$ cat src/rtl/prime_nth_engine.sv
// Nth-prime engine: trial division by odd divisors using a bit-serial restoring remainder unit.
// Optional cycle counter output cycles_out is enabled by defining PRIME_CYCLE_COUNT_EN.
module prime_nth_engine #(
    parameter int unsigned WIDTH   = 32,
    parameter int unsigned N_WIDTH = 16
) (
    input  logic               clk,
    input  logic               n_reset,
    input  logic               start,
    input  logic [N_WIDTH-1:0] n_in,
    output logic               busy,
    output logic               done,
    output logic               result_valid,
    output logic [WIDTH-1:0]   result,
    output logic               error
`ifdef PRIME_CYCLE_COUNT_EN
    ,
    output logic [31:0]        cycles_out
`endif
);

    localparam logic [2:0] S_IDLE      = 3'd0;
    localparam logic [2:0] S_INIT      = 3'd1;
    localparam logic [2:0] S_NEXT_CAND = 3'd2;
    localparam logic [2:0] S_DIV_INIT  = 3'd3;
    localparam logic [2:0] S_DIV_RUN   = 3'd4;
    localparam logic [2:0] S_CHECK     = 3'd5;
    localparam logic [2:0] S_FINISH    = 3'd6;

    localparam int unsigned    BW       = $clog2(WIDTH + 1);
    localparam logic [BW-1:0]  LAST_BIT = BW'(WIDTH - 1);
    localparam logic [WIDTH-1:0] CAND_MAX = {WIDTH{1'b1}} - WIDTH'(2);

    logic [2:0]           state_q, state_d;
    logic [N_WIDTH-1:0]   n_q, n_d;
    logic [N_WIDTH-1:0]   count_q, count_d;
    logic [WIDTH-1:0]     cand_q, cand_d;
    logic [WIDTH-1:0]     d_q, d_d;
    logic [2*WIDTH-1:0]   dsq_q, dsq_d;
    logic [WIDTH-1:0]     rem_q, rem_d;
    logic [WIDTH-1:0]     dvd_q, dvd_d;
    logic [BW-1:0]        bit_q, bit_d;
    logic                 busy_q, busy_d;
    logic                 done_q, done_d;
    logic                 rv_q, rv_d;
    logic                 err_q, err_d;
    logic [WIDTH-1:0]     result_q, result_d;
    logic                 fin;

    logic [WIDTH:0]       shifted, trial;
    logic [WIDTH-1:0]     rem_next;
    logic [WIDTH-1:0]     d_next;
    logic [2*WIDTH-1:0]   dsq_next;
    logic [2*WIDTH-1:0]   cand_ext;

    // One restoring step: a borrow out of the top bit means the trial subtraction went negative.
    assign shifted  = {rem_q, dvd_q[WIDTH-1]};
    assign trial    = shifted - {1'b0, d_q};
    assign rem_next = trial[WIDTH] ? shifted[WIDTH-1:0] : trial[WIDTH-1:0];
    assign d_next   = d_q + WIDTH'(2);
    assign dsq_next = dsq_q + {{(WIDTH-2){1'b0}}, d_q, 2'b00} + (2*WIDTH)'(4);
    assign cand_ext = {{WIDTH{1'b0}}, cand_q};

    always_comb begin
        state_d  = state_q;
        n_d      = n_q;
        count_d  = count_q;
        cand_d   = cand_q;
        d_d      = d_q;
        dsq_d    = dsq_q;
        rem_d    = rem_q;
        dvd_d    = dvd_q;
        bit_d    = bit_q;
        busy_d   = busy_q;
        rv_d     = rv_q;
        err_d    = err_q;
        result_d = result_q;
        fin      = 1'b0;

        case (state_q)
            S_IDLE: begin
                if (start) begin
                    n_d     = n_in;
                    rv_d    = 1'b0;
                    err_d   = 1'b0;
                    busy_d  = 1'b1;
                    state_d = S_INIT;
                end
            end
            S_INIT: begin
                if (n_q == '0) begin
                    err_d    = 1'b1;
                    result_d = '0;
                    fin      = 1'b1;
                end else if (n_q == N_WIDTH'(1)) begin
                    result_d = WIDTH'(2);
                    fin      = 1'b1;
                end else begin
                    count_d = N_WIDTH'(1);
                    cand_d  = WIDTH'(3);
                    state_d = S_DIV_INIT;
                end
            end
            S_DIV_INIT: begin
                d_d   = WIDTH'(3);
                dsq_d = (2*WIDTH)'(9);
                if ((2*WIDTH)'(9) > cand_ext) begin
                    state_d = S_CHECK;
                end else begin
                    rem_d   = '0;
                    dvd_d   = cand_q;
                    bit_d   = '0;
                    state_d = S_DIV_RUN;
                end
            end
            S_DIV_RUN: begin
                rem_d = rem_next;
                dvd_d = dvd_q << 1;
                bit_d = bit_q + BW'(1);
                if (bit_q == LAST_BIT) begin
                    if (rem_next == '0) begin
                        state_d = S_NEXT_CAND;
                    end else begin
                        d_d   = d_next;
                        dsq_d = dsq_next;
                        if (dsq_next > cand_ext) begin
                            state_d = S_CHECK;
                        end else begin
                            // Reload immediately so every division stays exactly WIDTH cycles.
                            rem_d = '0;
                            dvd_d = cand_q;
                            bit_d = '0;
                        end
                    end
                end
            end
            S_CHECK: begin
                count_d = count_q + N_WIDTH'(1);
                if (count_d == n_q) begin
                    result_d = cand_q;
                    fin      = 1'b1;
                end else begin
                    state_d = S_NEXT_CAND;
                end
            end
            S_NEXT_CAND: begin
                if (cand_q > CAND_MAX) begin
                    err_d    = 1'b1;
                    result_d = '0;
                    fin      = 1'b1;
                end else begin
                    cand_d  = cand_q + WIDTH'(2);
                    state_d = S_DIV_INIT;
                end
            end
            S_FINISH: begin
                busy_d  = 1'b0;
                state_d = S_IDLE;
            end
            default: state_d = S_IDLE;
        endcase

        if (fin) begin
            rv_d    = 1'b1;
            state_d = S_FINISH;
        end
        done_d = fin;
    end

    always_ff @(posedge clk) begin
        if (!n_reset) begin
            state_q  <= S_IDLE;
            n_q      <= '0;
            count_q  <= '0;
            cand_q   <= '0;
            d_q      <= '0;
            dsq_q    <= '0;
            rem_q    <= '0;
            dvd_q    <= '0;
            bit_q    <= '0;
            busy_q   <= 1'b0;
            done_q   <= 1'b0;
            rv_q     <= 1'b0;
            err_q    <= 1'b0;
            result_q <= '0;
        end else begin
            state_q  <= state_d;
            n_q      <= n_d;
            count_q  <= count_d;
            cand_q   <= cand_d;
            d_q      <= d_d;
            dsq_q    <= dsq_d;
            rem_q    <= rem_d;
            dvd_q    <= dvd_d;
            bit_q    <= bit_d;
            busy_q   <= busy_d;
            done_q   <= done_d;
            rv_q     <= rv_d;
            err_q    <= err_d;
            result_q <= result_d;
        end
    end

    assign busy         = busy_q;
    assign done         = done_q;
    assign result_valid = rv_q;
    assign result       = result_q;
    assign error        = err_q;

`ifdef PRIME_CYCLE_COUNT_EN
    logic [31:0] cyc_q, cyc_d;
    logic [31:0] cycles_q, cycles_d;

    // cyc_q holds the 1-based index of the current cycle, counting the start cycle as 1.
    always_comb begin
        cyc_d    = cyc_q;
        cycles_d = cycles_q;
        if (state_q == S_IDLE && start) begin
            cyc_d = 32'd2;
        end else if (busy_q && state_q != S_FINISH && cyc_q != '1) begin
            cyc_d = cyc_q + 32'd1;
        end
        if (fin) begin
            cycles_d = (cyc_q == '1) ? '1 : cyc_q + 32'd1;
        end
    end

    always_ff @(posedge clk) begin
        if (!n_reset) begin
            cyc_q    <= '0;
            cycles_q <= '0;
        end else begin
            cyc_q    <= cyc_d;
            cycles_q <= cycles_d;
        end
    end

    assign cycles_out = cycles_q;
`endif

endmodule
$ cat config.mk
export PLATFORM = sky130hd
export DESIGN_NAME = prime_nth_engine
export DESIGN_NICKNAME = d
export VERILOG_FILES = /design/src/rtl/prime_nth_engine.sv
export SDC_FILE = /design/constraint.sdc
export NUM_CORES = 1
export LEC_CHECK = 0
export ABC_AREA = 1
export CAP_MARGIN = 10
export CORE_MARGIN = 2
export CORE_UTILIZATION = 45
export CTS_CLUSTER_DIAMETER = 120
export CTS_CLUSTER_SIZE = 14
export DETAILED_ROUTE_END_ITERATION = 16
export GPL_TIMING_DRIVEN = 0
export PLACE_DENSITY = 0.57
export SLEW_MARGIN = 20
export SYNTH_ARGS = -nofsm -noshare
export SYNTH_HDL_FRONTEND = slang
export SYNTH_SLANG_ARGS = --single-unit
$ cat constraint.sdc
create_clock -name clk -period 6.95 [get_ports clk]
set_input_delay 1.0425 -clock clk [delete_from_list [all_inputs] [get_ports clk]]
set_output_delay 1.0425 -clock clk [all_outputs]
set_load 0.005 [all_outputs]
==> impl_metrics.csv, run 1 <==
group,metric,value,unit
sta,finalSetupTns,0,ns
worst_setup_path,max_stage_delay,0.47,ns
floorplanning,ios,55,
floorplanning,rows,79,
worst_hold_path,hp-class,"flip-flop to flip-flop",
worst_setup_path,cpMostUsedCell,"nand2_1",
logic_synthesis,synth_seq_cells,267,
logic_synthesis,syn-cell-area,0.0214,mm²
logic_synthesis,synth.area.top_cells,"dfxtp_1 25%, nand2_1 19%, inv_1 8.2%, nor2_1 7.8%, ha_1 7.7%",
detailed_routing,wl_per_cell,19.6,µm
sta,slew_viol_final,0,
clock_network,cts_tree,"built",
sta,slew_headroom,25.1,%
clock_network,cts.path.max_buffers,3,
worst_setup_path,worstSetupPathType,"flip-flop to flip-flop",
detailed_routing,ant_nets,0,
clock_network,cts.repair.resized,0,
worst_setup_path,reg2reg_depth,32,
clock_network,cts_sinks,267,
place,placed_cells,4225,
clock_network,tritoncts.num_buffers,23,
floorplanning,fp.dieH,222,µm
logic_synthesis,synth_top_cell_by_area,"dfxtp_1",
detailed_routing,dr.pass1.iters,6,
clock_network,cts_hold_buffers,0,
worst_setup_path,crit_path_top_delay_cell,"fa_1",
finish,final_cells,4252,
sta,max_slew.worst_pin.slew,1.12,ns
clock_network,root_buffer,"clkbuf_16",
worst_setup_path,crit_path_end_kind,"flip-flop",
logic_synthesis,yosys_most_used_dff,"dfxtp_1",
pwr,leakagePower,0.0107,µW
sta,period_share,89.6,%
worst_setup_path,r2r-end,"dvd_q[12]$_SDFFE_PN0P_",
run_status,status,"complete, no violations",
worst_setup_path,critPathMaxFanout,10,
sta,setup_viol,0,
clock_network,cts_setup_buffers,0,
logic_synthesis,synth_edf_count,0,
worst_setup_path,r2r_slack,0.72,ns
logic_synthesis,yosys.cell_types.count,46,
logic_synthesis,synth-seq-area-share,25.0,%
detailed_routing,first_iter_violations,2182,
detailed_routing,vias,23600,
sta,max_freq,161,MHz
logic_synthesis,synth.top_cell.area_share,25.0,%
detailed_routing,viasPerCell,5.56,
worst_setup_path,critPathLaunch,"d_q[0]$_SDFFE_PN0P_",
floorplanning,die_x,222,µm
floorplanning,initial_core_util,45.7,%
finish,final_net_count,3796,
pwr,peakVddDrop,0.308,mV
finish,drive_above_1_share,3.79,%
worst_setup_path,crit_end,"dvd_q[12]$_SDFFE_PN0P_",
sta,skew,0.0283,ns
sta,finalCriticalPeriod,6.23,ns
sta,report.final.hold_viol_count,0,
grt,grt_usage,32.9,%
logic_synthesis,ys_warn_count,0,
clock_network,path_clk_slew,0.07,ns
clock_network,clk_latency,0.59,ns
place,gp_congestion,1.01,
grt,grt_overflow,0,
worst_setup_path,startpoint_type,"flip-flop",
floorplanning,coreArea,0.0468,mm²
detailed_routing,routed_wl,83200,µm
job,maxCapViolCount,0,
clock_network,cts-htree-levels,1,
floorplanning,die-area,0.0493,mm²
detailed_routing,route.detailed.drc,0,
place,hpwlAfterDp,67000,µm
logic_synthesis,synthCells,3565,
finish,final_cell_mix,"1087 x nand2_1, 466 x inv_1, 444 x nor2_1",
logic_synthesis,syn_nets,3718,
finish,n_antenna_cell,0,
worst_setup_path,required,7.42,ns
worst_setup_path,crit_arrival,6.70,ns
sta,grt_setup_unrepaired,"no",
worst_setup_path,r2r-start,"d_q[0]$_SDFFE_PN0P_",
logic_synthesis,synth_area_per_cell,6.00,µm²
grt,grt_pass1_wl,126000,µm
grt,antenna_found_initial,1,
grt,grt_pass1_vias,21700,
pwr,power_density,325,mW/mm²
finish,area_growth_syn_to_layout,9.00,%
place,port_buffers,53,
grt,grt_max_degree,15,
finish,final_common_cell,"nand2_1",
logic_synthesis,ys_async_sr_fraction,0,%
[cells in the mapped netlist (3+ instances only)]
master	number
nor4_1	35
o21bai_1	39
inv_1	466
o21ai_0	125
nand4_1	128
clkbuf_1	63
inv_2	5
xnor2_1	16
o21a_1	5
buf_12	3
a21oi_2	17
nand3b_1	11
dfxtp_1	267
buf_6	13
buf_2	13
nor2_2	5
a31oi_1	3
nand3_1	217
clkinv_1	7
buf_8	4
a21oi_1	230
nand2_1	1087
and3_1	3
nor2_1	444
xor2_1	81
or2_2	9
buf_4	8
buf_1	9
nand2_4	7
nand2_2	22
and2_1	3
ha_1	132
nor3_1	70
[area by class of cell]
class                   count  area (µm²)
plain buffers             114         667
clock buffers              25         603
clock inverters             2        31.3
fillers                  5025       23400
inverters                 478        1790
multi-input cells        2706       13600
flip-flops and latches    267        5350
well taps                 607         759
repair buffers             53         531
[metal layers]
metal  share of wire, %  vias up  track usage (%)
met5              0.011        -                0
met4                4.2        2             12.2
met3                8.6      174             5.27
met2                 43      960             51.3
met1                 45    10900             45.5
li1                   -    11600                -
[registers in the layout (all words and copies together) (netlist names)]
signal and flops:
done 1, result 32, state_q 3, bit_q 6, count_q 16, d_q 32
error 1, dvd_q 32, busy 1, cand_q 32, dsq_q 62, rem_q 32
n_q 16, result_valid 1
[worst max-delay path: cells and delay by family (launching register included)]
| family | cells | cell delay [ns] |
|---|---|---|
| AOI/OAI and AO/OA | 1 | 0.42 |
| DFF | 1 | 0.32 |
| xor gates and xnor gates | 1 | 0.22 |
| buffers and inverters | 4 | 0.51 |
| adders and majority gates | 4 | 1.34 |
| and+or+nand+nor | 22 | 3.29 |
[report_power, final]
group / internal, µW / leakage [µW] / switching [µW] / total (µW)
Combinational: 1350 / 0.00826 / 3000 / 4350
Sequential: 1770 / 0.00217 / 203 / 1970
Clock: 618 / 0.000314 / 648 / 1270
Total: 3730 / 0.0107 / 3850 / 7590
[through the flow]
| stage | power [µW] | cell area (µm²) | worst slack, ns | hold slack (ns) | util, % |
|---|---|---|---|---|---|
| finish | 7590 | 23300 | 0.723 | 0.464 | 49.9 |
| global route | 8120 | 23300 | 0.321 | 0.485 | 49.9 |
| CTS | 7520 | 23300 | 0.803 | 0.455 | 49.9 |
| detailed placement | 6240 | 22700 | 0.838 | 0.445 | 48.5 |
| global placement | 6190 | 22700 | 0.846 | 0.439 | 48.5 |
| floorplan | 4830 | 21400 | 2.76 | 0.425 | - |
[worst min-delay path by stage]
stage / cells past startpoint / slack, ns / to / startpoint
after floorplan: 2 / 0.43 / dsq_q[34]$_SDFFE_PN0P_ / dsq_q[34]$_SDFFE_PN0P_
after global placement: 2 / 0.44 / dsq_q[34]$_SDFFE_PN0P_ / dsq_q[34]$_SDFFE_PN0P_
after detailed placement: 2 / 0.45 / dsq_q[34]$_SDFFE_PN0P_ / dsq_q[34]$_SDFFE_PN0P_
after CTS: 2 / 0.46 / dsq_q[34]$_SDFFE_PN0P_ / dsq_q[34]$_SDFFE_PN0P_
after global routing: 2 / 0.48 / dsq_q[34]$_SDFFE_PN0P_ / dsq_q[34]$_SDFFE_PN0P_
final: 2 / 0.46 / dsq_q[34]$_SDFFE_PN0P_ / dsq_q[34]$_SDFFE_PN0P_
[kinds of logic (layout without fill, tap and decap cells)]
group | count (synthesis) | count (layout) | synth area share [%]
adders and majority gates | 134 | 134 | 7.91
AOI/OAI and AO/OA | 428 | 428 | 11.0
buffers and inverters | 592 | 672 | 11.5
and+or+nand+nor | 2047 | 2047 | 40.6
DFF | 267 | 267 | 25.0
xor gates and xnor gates | 97 | 97 | 3.97
Power figures use the tool's default switching activity.
==> run 2, diff against run 1 <==
Settings changed: PLACE_DENSITY 0.57 to default, PLACE_DENSITY_LB_ADDON from default to 0.3.
==> impl_metrics.csv, run 2 (same netlist as run 1, synthesis figures left out) <==
group,metric,value,unit
clock_network,cts.repair.resized,0,
floorplanning,ios,55,
detailed_routing,routed_wl,76000,µm
grt,grt_pass1_vias,21300,
sta,period_share,88.2,%
sta,max_freq,163,MHz
detailed_routing,first_iter_violations,1950,
detailed_routing,dr.pass1.iters,6,
finish,final_common_cell,"nand2_1",
sta,grt_setup_unrepaired,"no",
sta,slew_headroom,36.4,%
floorplanning,coreArea,0.0468,mm²
detailed_routing,viasPerCell,5.39,
grt,antenna_found_initial,0,
worst_setup_path,crit_path_end_kind,"flip-flop",
detailed_routing,ant_nets,0,
sta,max_slew.worst_pin.slew,0.955,ns
pwr,power.total,7340,µW
clock_network,cts_hold_buffers,0,
clock_network,cts-htree-levels,1,
sta,slew_viol_final,0,
worst_setup_path,max_stage_delay,0.49,ns
finish,area_growth_syn_to_layout,8.92,%
floorplanning,die-area,0.0493,mm²
worst_hold_path,hp-class,"flip-flop to flip-flop",
job,maxCapViolCount,0,
sta,finalCriticalPeriod,6.13,ns
sta,finalSetupTns,0,ns
finish,drive_above_1_share,3.79,%
worst_setup_path,worstSetupPathType,"flip-flop to flip-flop",
floorplanning,initial_core_util,45.7,%
worst_setup_path,critPathMaxFanout,10,
finish,largest_register_ffs,62,
floorplanning,rows,79,
finish,finalInstanceArea,0.0233,mm²
place,placed_cells,4225,
worst_setup_path,crit_path_top_delay_cell,"dfxtp_1",
detailed_routing,vias,22900,
clock_network,root_buffer,"clkbuf_16",
clock_network,tritoncts.num_buffers,23,
worst_setup_path,crit_arrival,6.59,ns
sta,report.final.hold_viol_count,0,
floorplanning,die_x,222,µm
clock_network,cts_sinks,267,
finish,largest_register,"dsq_q",
finish,final_cell_mix,"1087 x nand2_1, 466 x inv_1, 444 x nor2_1",
sta,setup_viol,0,
clock_network,clk_latency,0.58,ns
detailed_routing,route.detailed.drc,0,
grt,grt_pass1_wl,119000,µm
pwr,power_density,315,mW/mm²
pwr,peakVddDrop,0.225,mV
place,place_area,0.0227,mm²
grt,grt_overflow,0,
sta,worst_hold_slack,0.460,ns
worst_setup_path,required,7.41,ns
pwr,leakagePower,0.0107,µW
clock_network,cts.path.max_buffers,3,
clock_network,cts_setup_buffers,0,
place,hpwlAfterDp,61200,µm
place,gp_congestion,1.02,
finish,final_cells,4253,
place,port_buffers,53,
grt,grt_max_degree,15,
sta,skew,0.0361,ns
detailed_routing,wl_per_cell,17.9,µm
floorplanning,fp.dieH,222,µm
worst_setup_path,cpMostUsedCell,"nand2_1",
clock_network,path_clk_slew,0.08,ns
finish,final_net_count,3796,
worst_setup_path,startpoint_type,"flip-flop",
grt,grt_usage,30.4,%
clock_network,cts_tree,"built",
run_status,status,"complete, no violations",
==> run 2: final timing paths <==
path / from / to / slack (ns) / cells after the start
worst max-delay path: d_q[0]$_SDFFE_PN0P_ / dvd_q[14]$_SDFFE_PN0P_ / 0.82 / 34
worst min-delay path: dsq_q[34]$_SDFFE_PN0P_ / dsq_q[34]$_SDFFE_PN0P_ / 0.46 / 2
worst max register to register: d_q[0]$_SDFFE_PN0P_ / dvd_q[14]$_SDFFE_PN0P_ / 0.82 / 34
worst min register to register: dsq_q[34]$_SDFFE_PN0P_ / dsq_q[34]$_SDFFE_PN0P_ / 0.46 / 2
==> run 2: area by class of cell <==
type / instances / area [µm²]
multi-input cells: 2706 / 13600
inverters: 478 / 1790
plain buffers: 114 / 667
flip-flops and latches: 267 / 5350
fillers: 5049 / 23500
diodes: 1 / 2.50
clock buffers: 23 / 576
clock inverters: 4 / 38.8
repair buffers: 53 / 531
well taps: 607 / 759
==> run 2: power breakdown <==
part           internal, µW  switching (µW)
registers              1770             202
logic                  1340            2810
clock network           596             621
==> run 2: per-layer routing <==
layer / track usage, % / part of all wire, % / vias to the layer above
met1: 38.6 / 43 / 10400
met2: 51.9 / 46 / 822
met3: 3.30 / 6.2 / 173
li1: - / - / 11600
met4: 13.7 / 4.9 / 0
met5: 0 / 0 / -
==> run 2: stage by stage <==
| stage | utilization (%) | setup slack, ns |
|---|---|---|
| 2_1_floorplan | - | 2.76 |
| 3_3_place_gp | 48.5 | 0.989 |
| 3_5_place_dp | 48.5 | 1.01 |
| 4_1_cts | 49.8 | 0.992 |
| 5_1_grt | 49.8 | 0.472 |
| 6_report | 49.8 | 0.821 |
==> run 2: critical path: cells and delay by family, from the launching register on <==
family / cells / cell delay, ns
AND/OR/NAND/NOR: 22 / 2.93
adder cells (fa/ha/maj): 4 / 1.16
XOR/XNOR: 1 / 0.47
AO/OA/AOI/OAI: 3 / 0.40
flip-flops: 1 / 0.49
buffers and inverters: 4 / 0.53
==> run 3, diff against run 2 <==
Settings changed: TNS_END_PERCENT from default to 50.
==> results of run 3 <==
No change in the layout: final DEF, timing and power equal those of run 2.
